**config.mk**
```make
export PLATFORM = sky130hd
export DESIGN_NAME = fp_normalize
export DESIGN_NICKNAME = d
export VERILOG_FILES = /design/src/rtl/fp_mini_pkg.sv /design/src/rtl/fp_exp_step.sv /design/src/rtl/fp_normalize.sv
export SDC_FILE = /design/constraint.sdc
export NUM_CORES = 1
export LEC_CHECK = 0
export ABC_AREA = 0
export BUFFER_PORTS_ARGS = -buffer_cell sky130_fd_sc_hd__buf_2
export CORE_ASPECT_RATIO = 0.8
export CORE_MARGIN = 2
export CORE_UTILIZATION = 40
export DETAILED_ROUTE_END_ITERATION = 8
export SLEW_MARGIN = 20
export SYNTH_ARGS = -nofsm -noshare
export SYNTH_HDL_FRONTEND = slang
export SYNTH_SLANG_ARGS = --single-unit
export TNS_END_PERCENT = 30
```
**constraint.sdc**
```tcl
create_clock -name clk -period 3.27 [get_ports clk]
set_input_delay 0.654 -clock clk [delete_from_list [all_inputs] [get_ports clk]]
set_output_delay 0.654 -clock clk [all_outputs]
set_load 0.02 [all_outputs]
```
**src/rtl/fp_mini_pkg.sv**
```systemverilog
// Shared types and constants for the minifloat datapath.
// Rounding mode is selected by the FP_NORM_ROUND_EN macro.
package fp_mini_pkg;

  localparam int EXP_W = 3;
  localparam int MAN_W = 4;
  localparam int RAW_W = MAN_W + 3;

  localparam logic [EXP_W-1:0] EXP_INF  = '1;
  localparam logic [EXP_W-1:0] EXP_ZERO = '0;

  typedef enum logic [1:0] {
    IDLE,
    NORM,
    ROUND,
    DONE
  } state_t;

  typedef struct packed {
    logic             sign;
    logic [EXP_W-1:0] exp;
    logic [MAN_W-1:0] man;
  } fp_t;

  // full-adder cell: returns {carry, sum}
  function automatic logic [1:0] fa(
    input logic a,
    input logic b,
    input logic ci
  );
    return {(a & b) | (a & ci) | (b & ci), a ^ b ^ ci};
  endfunction

endpackage

```
**src/rtl/fp_exp_step.sv**
```systemverilog
// Ripple exponent incrementer/decrementer built from fa cells.
// lim: up -> result saturates at all-ones; down -> input is one.
module fp_exp_step
  import fp_mini_pkg::*;
(
  input  logic [EXP_W-1:0] a,
  input  logic             up,
  output logic [EXP_W-1:0] y,
  output logic             lim
);

  logic [EXP_W:0]   c;
  logic [EXP_W-1:0] b;

  // decrement adds all-ones (two's complement of one)
  assign b    = up ? EXP_W'(1) : '1;
  assign c[0] = 1'b0;

  for (genvar i = 0; i < EXP_W; i++) begin : g_rip
    assign {c[i+1], y[i]} = fa(a[i], b[i], c[i]);
  end

  assign lim = up ? (c[EXP_W] | (y == EXP_INF))
                  : (a == EXP_W'(1));

endmodule

```
**src/rtl/fp_normalize.sv**
```systemverilog
// Multi-cycle post-add normalizer/packer for the minifloat path.
// FP_NORM_ROUND_EN selects half-up rounding, else truncation.
module fp_normalize
  import fp_mini_pkg::*;
(
  input  logic             clk,
  input  logic             rst,
  input  logic             in_valid,
  output logic             in_ready,
  input  logic             in_sign,
  input  logic [EXP_W-1:0] in_exp,
  input  logic [RAW_W-1:0] in_raw,
  output logic             out_valid,
  input  logic             out_ready,
  output logic             out_sign,
  output logic [EXP_W-1:0] out_exp,
  output logic [MAN_W-1:0] out_man,
  output logic             out_ovf,
  output logic             out_unf
);

  state_t           state, state_n;
  logic             sgn, sgn_n;
  logic [EXP_W-1:0] exp_q, exp_n;
  logic [RAW_W-1:0] raw_q, raw_n;
  fp_t              res_q, res_n;
  logic             ovf_q, ovf_n;
  logic             unf_q, unf_n;
  logic             vld_q, vld_n;

  logic             step_up;
  logic [EXP_W-1:0] step_y;
  logic             step_lim;
  logic             carry, hidden;
  logic [MAN_W-1:0] frac, rman;
  logic             rc;

  assign carry  = raw_q[RAW_W-1];
  assign hidden = raw_q[RAW_W-2];
  assign frac   = raw_q[MAN_W:1];

  // hidden is 1 in ROUND, so a fraction carry-out is the mantissa carry
`ifdef FP_NORM_ROUND_EN
  assign {rc, rman} = {1'b0, frac} + {{MAN_W{1'b0}}, raw_q[0]};
`else
  assign {rc, rman} = {1'b0, frac};
`endif

  assign step_up = (state == ROUND) | carry;

  fp_exp_step u_step (
    .a   (exp_q),
    .up  (step_up),
    .y   (step_y),
    .lim (step_lim)
  );

  always_comb begin
    state_n = state;
    sgn_n   = sgn;
    exp_n   = exp_q;
    raw_n   = raw_q;
    res_n   = res_q;
    ovf_n   = ovf_q;
    unf_n   = unf_q;
    vld_n   = vld_q;
    unique case (state)
      IDLE: begin
        if (in_valid) begin
          sgn_n   = in_sign;
          exp_n   = in_exp;
          raw_n   = in_raw;
          state_n = NORM;
        end
      end
      NORM: begin
        state_n = DONE;
        res_n   = '{sign: sgn, exp: EXP_ZERO, man: '0};
        ovf_n   = 1'b0;
        unf_n   = 1'b0;
        if (raw_q != '0) begin
          if (exp_q == EXP_ZERO) begin
            unf_n = 1'b1;
          end else if (carry) begin
            raw_n = raw_q >> 1;
            exp_n = step_y;
            if (step_lim) begin
              res_n.exp = EXP_INF;
              ovf_n     = 1'b1;
            end else begin
              state_n = ROUND;
            end
          end else if (!hidden && exp_q == EXP_W'(1)) begin
            unf_n = 1'b1;
          end else if (!hidden) begin
            raw_n   = raw_q << 1;
            exp_n   = step_y;
            state_n = NORM;
          end else begin
            state_n = ROUND;
          end
        end
      end
      ROUND: begin
        state_n = DONE;
        res_n   = '{sign: sgn, exp: exp_q, man: rman};
        ovf_n   = 1'b0;
        unf_n   = 1'b0;
        if (rc) begin
          res_n.exp = step_y;
          res_n.man = '0;
          ovf_n     = step_lim;
        end
      end
      DONE: begin
        vld_n = 1'b1;
        if (vld_q && out_ready) begin
          vld_n   = 1'b0;
          state_n = IDLE;
        end
      end
    endcase
  end

  always_ff @(posedge clk or posedge rst) begin
    if (rst) begin
      state <= IDLE;
      sgn   <= 1'b0;
      exp_q <= '0;
      raw_q <= '0;
      res_q <= '0;
      ovf_q <= 1'b0;
      unf_q <= 1'b0;
      vld_q <= 1'b0;
    end else begin
      state <= state_n;
      sgn   <= sgn_n;
      exp_q <= exp_n;
      raw_q <= raw_n;
      res_q <= res_n;
      ovf_q <= ovf_n;
      unf_q <= unf_n;
      vld_q <= vld_n;
    end
  end

  assign in_ready  = (state == IDLE);
  assign out_valid = vld_q;
  assign out_sign  = res_q.sign;
  assign out_exp   = res_q.exp;
  assign out_man   = res_q.man;
  assign out_ovf   = ovf_q;
  assign out_unf   = unf_q;

endmodule

```
* Word level (Yosys, flattened, before mapping) *
Cells that the tools add are included.

cells by class
  mux-type cells = 41
  equality and inequality tests = 11
  bitwise logic cells = 18
  reduce and logical (&&, ||, !) cells = 13

operator list
  operator                                                         count
  3-bit two-way mux                                                11
  7-bit two-way mux                                                3
  6-bit two-way mux                                                3
  8-bit case mux with 2 select lines                               1
  2-bit two-way mux                                                7
  7-bit case mux with 2 select lines                               1
  1-bit two-way mux                                                11
  2-bit != test, second input constant                             4
  2-bit case mux with 4 select lines                               1
  1-bit bitwise AND                                                7
  7-bit nonzero test                                               1
  3-bit != test, second input constant                             2
  1-bit OR                                                         6
  3-bit case mux with 2 select lines                               1
  6-bit AND reduction                                              1
  5-bit AND reduction                                              1
  1-bit bitwise XOR                                                5
  2-bit == test, second input constant                             2
  1-bit case mux with 2 select lines                               2
  2-bit AND reduction                                              2
  4-bit AND reduction                                              1
  2-bit nonzero test                                               2
  3-bit by 1-bit == test with 1-bit output, second input constant  1
  3-bit == test, second input constant                             1
  other kinds (5)                                                  6

word-level totals
  flip-flop bits (word level) = 24
  input port bits = 15

* Depth between registers and ports, before layout *
  word-level depth = 17
  mapped depth = 10
  depth with buffers taken out = 9

* By module *
A second synthesis with hierarchy kept.

unflattened totals
  cells, all modules = 141
  area, all modules = 1405.1 µm²

by module, submodules not included
  module        times used  area each (µm²)  cells an instance
  fp_normalize  1           1312.5           132
  fp_exp_step   1           92.6             9

* Worst setup path after synthesis *
OpenSTA, ideal clock, no wires.

  path kind = register to register
  from = register state[0]
  to = register exp_q[2]
  data required time = 3.145 ns
  arrival = 2.333 ns
  setup slack = 0.812 ns
  cell stages (with the launch flop) = 9
  setup time = 0.125 ns
  path through = dfrtp_1 > inv_1 > ha_1 > clkbuf_1 > nor2_1 > fa_1 > fa_1 > mux2_2 > mux2_4

between the ends
  longest elaborated chain between the ends = 13
  elaborated cells on any way between the ends = 24

ends and longest elaborated chain
  element                             RTL line             RTL
  start, declared                     fp_normalize.sv:22   state_t state, state_n;
  start signal, assigned              fp_normalize.sv:136  state <= state_n;
  2-bit == test                       fp_normalize.sv:49   assign step_up = (state == ROUND) | carry;
  1-bit OR                            fp_normalize.sv:49
  3-bit two-way mux                   fp_exp_step.sv:16    assign b = up ? EXP_W'(1) : '1;
  1-bit bitwise AND                   fp_mini_pkg.sv:31    return {(a & b) | (a & ci) | (b & ci), a ^ b ^ ci};
  1-bit OR (2 in series)              fp_mini_pkg.sv:31
  1-bit bitwise XOR                   fp_mini_pkg.sv:31
  3-bit two-way mux                   fp_normalize.sv:95   end else if (!hidden) begin
  3-bit two-way mux                   fp_normalize.sv:93   end else if (!hidden && exp_q == EXP_W'(1)) begin
  3-bit two-way mux                   fp_normalize.sv:84   end else if (carry) begin
  3-bit two-way mux                   fp_normalize.sv:82   if (exp_q == EXP_ZERO) begin
  3-bit two-way mux                   fp_normalize.sv:81   if (raw_q != '0) begin
  3-bit case mux with 2 select lines  fp_normalize.sv:67   unique case (state)
  end signal, assigned                fp_normalize.sv:138  exp_q <= exp_n;
  end, declared                       fp_normalize.sv:24   logic [EXP_W-1:0] exp_q, exp_n;

Several ways; a longest one is shown, not always the timed one. The select of a mux whose other input is x is not followed.
A chain may end at the register's enable or synchronous reset.

* Worst setup path after layout *
  from = register state[0]
  to = register ovf_q, in the netlist out_ovf

between the ends
  longest elaborated chain between the ends = 16
  elaborated cells on any way between the ends = 26

ends and longest elaborated chain
  element                             RTL line                                RTL
  2-bit == test                       fp_normalize.sv:49, fp_normalize.sv:67
  1-bit OR                            fp_normalize.sv:49
  3-bit two-way mux                   fp_exp_step.sv:16
  1-bit bitwise AND                   fp_mini_pkg.sv:31
  1-bit OR (2 in series)              fp_mini_pkg.sv:31
  1-bit bitwise AND                   fp_mini_pkg.sv:31
  1-bit OR (2 in series)              fp_mini_pkg.sv:31
  1-bit OR                            fp_exp_step.sv:23                       assign lim = up ? (c[EXP_W] | (y == EXP_INF))
  1-bit two-way mux                   fp_exp_step.sv:23
  1-bit two-way mux                   fp_normalize.sv:87                      if (step_lim) begin
  1-bit two-way mux                   fp_normalize.sv:84
  1-bit two-way mux                   fp_normalize.sv:82
  1-bit two-way mux                   fp_normalize.sv:81
  1-bit case mux with 2 select lines  fp_normalize.sv:67
  end signal, assigned                fp_normalize.sv:141                     ovf_q <= ovf_n;
  end, declared                       fp_normalize.sv:27                      logic ovf_q, ovf_n;

Several ways; a longest one is shown, not always the timed one.

==> results.json <==
{
  "status": "finished clean",
  "track_usage_pct": 16.1,
  "critPathSlowestCell": "fa_1",
  "dp_hpwl_um": 2250,
  "timing.fmax_ghz": 0.385,
  "swShare_pct": 45.1,
  "clk_pin_slew_ps": 90,
  "critPathRequiredTime_ps": 3460,
  "cts_max_level": 1,
  "cap_violations": 0,
  "clk_path_buf_depth": 2,
  "criticalPathCategory": "reg2reg",
  "cts_buffers": 3,
  "post-place-ws_ps": 707,
  "cts_resized": 0,
  "hold_path.class": "reg2reg",
  "routed_wl_um": 3120,
  "worstSkewPairLatency_ps": 270,
  "drtIter0Drc": 68,
  "portBuffers": 26,
  "fin_tns_setup_ps": 0,
  "end_kind": "flip-flop",
  "path_buf_inv": 1,
  "intPower_mw": 1.00,
  "synth_top_area_share_pct": 42.2,
  "avgSynthCellArea_sq_um": 10.0,
  "synthCells": 142,
  "p_comb_share_pct": 56.6,
  "yosysWarnings": 0,
  "fin_skew_ps": 5.02,
  "power_per_cell_area_nw_per_um2": 1140,
  "cp.arrival_ps": 2790,
  "rsz0062_at_grt": "false",
  "clock_power_share_pct": 9.6,
  "synth_area_leaders": "dfrtp_1 (42%), mux2_4 (7.4%), ha_1 (5.3%)",
  "syn-num-nets": 165,
  "initial_core_util_pct": 41.6,
  "final_nets": 190,
  "period_minus_slack_ps": 2600,
  "cts_hold_buf": 0,
  "drc": 0,
  "rows": 19,
  "wl_per_cell_um": 15.1,
  "cp_cell_sequence": "inv_1 > ha_1 > nor2_1 > fa_1 > fa_1 > a21oi_1 > nor2b_1 > nand4b_1 > o21ai_1",
  "post-route-period-util_pct": 79.4,
  "grt_overflow_total": 0,
  "worstPathMaxFanout": 8,
  "whs_ps": 501,
  "die_area_sq_um": 4050,
  "hold_viol": 0,
  "wl_met1_um": 1530,
  "first_pass_iters": 4,
  "dr_wl_met2_um": 1470,
  "yosys-top-cells-count": "dfrtp_1 (24), inv_1 (14), nand2_1 (10), o21ai_0 (10)",
  "grt_pass1_wl_um": 5150,
  "yosys_register_bits": 24,
  "via_per_inst": 5.27,
  "io_pins": 27,
  "p_seq_share_pct": 33.7,
  "critPathTopFamily": "adder cells",
  "die_x_um": 70.7,
  "crit_top_cell": "fa_1",
  "cts_tree": "done",
  "startpoint_type": "flip-flop",
  "fill_cells": 354,
  "setup_ws_ps": 673,
  "grt_max_degree": 25,
  "core_sq_um": 3420,
  "antenna_found_initial": 0,
  "setup_viol": 0,
  "synth_edf_count": 0,
  "synthDistinctLibCells": 37,
  "syn_area_sq_um": 1420,
  "switchingPower_uw": 825,
  "grt_pass1_vias": 1062,
  "dr.max_layer_used": "met4",
  "yosysMostFrequentCell": "dfrtp_1",
  "area_growth_pct": 13.2,
  "power_leakage_nw": 0.759,
  "num_antenna_cells": 0,
  "synth_top_area_cell": "dfrtp_1",
  "via_count": 1091,
  "slowest_delay_ps": 510,
  "worst_pin_slew_ps": 931,
  "post_cts_buffers": 0,
  "root_buffer": "clkbuf_8",
  "drive_gt1_share_pct": 27.3,
  "ir_drop_uv": 446,
  "antenna_left": 0,
  "async_reset_ff_share_pct": 100,
  "die_h_um": 57.3,
  "gp_congestion": 0.804,
  "clock-sinks": 24,
  "relSlewSlack_pct": 37.9,
  "synthFlopType": "dfrtp_1",
  "final_max_slew_viol_count": 0,
  "ys_seq_area_share_pct": 42.2,
  "met3_length_um": 103
}
[kinds of logic after synthesis]
logic type,synth area share (%)
flip-flops,42.2
multiplexers,12.0
AND/OR/NAND/NOR,15.0
buffers and inverters,6.77
adder cells (fa/ha/maj),8.09
AO/OA/AOI/OAI,15.9
[worst paths after layout]
path	startpoint	endpoint	slack (ps)	cells after the start
setup / recovery	state[0]	out_ovf	670	9
hold / removal	sgn	out_sign	500	1
setup reg to reg	state[0]	out_ovf	670	9
hold reg to reg	sgn	out_sign	500	1
max in group asynchronous	rst	out_exp[0]	2120	2
min in group asynchronous	rst	async pin	580	2
[final cells by class]
cell class                      count  area [sq um]  area share [%]
Clock buffer                        3          41.3            2.56
Inverter                           14          52.6            3.26
Multi-Input combinational cell     97           726            45.1
Sequential cell                    24           601            37.3
Tap cell                           42          52.6            3.26
Timing Repair Buffer               27           138            8.55
[cell usage in the layout, fill, tap and decap left out, drive strengths merged, types with 6 or more instances in the layout]
cell type / netlist / layout
ha: 6 / 6
a21oi: 9 / 9
buf: 1 / 27
nand3: 6 / 6
inv: 14 / 14
dfrtp: 24 / 24
nand2: 10 / 10
o21ai: 12 / 12
mux2: 11 / 11
nor2: 9 / 9
[metal layers]
metal	up-vias	global-route usage [%]
met2	18	27.0
met5	-	0
met1	526	22.0
met3	2	3.89
li1	545	-
met4	0	2.70
[stage by stage]
stage                     instances  instance area, sq um  utilization [%]  total power, mW
after CTS                       207                  1610             47.0             1.84
after detailed placement        204                  1570             45.8             1.66
after global placement          204                  1570             45.8             1.62
after global routing            207                  1610             47.0             1.97
after floorplan                 142                  1420                -             1.43
final                           207                  1610             47.0             1.83
[registers in the layout (all words and copies together), names as in the netlist, 3 cells and up, named ones only]
signal	count
raw_q	7
out_exp	3
out_man	4
exp_q	3
[power groups by stage]
stage          Sequential [mW]  Combinational [mW]  Clock, mW
2_1_floorplan            0.637               0.789          0
3_3_place_gp             0.608                1.01          0
3_5_place_dp             0.622                1.04          0
4_1_cts                  0.615                1.04      0.180
5_1_grt                  0.639                1.14      0.192
6_report                 0.617                1.04      0.176
(Power assumes the default switching activity.)
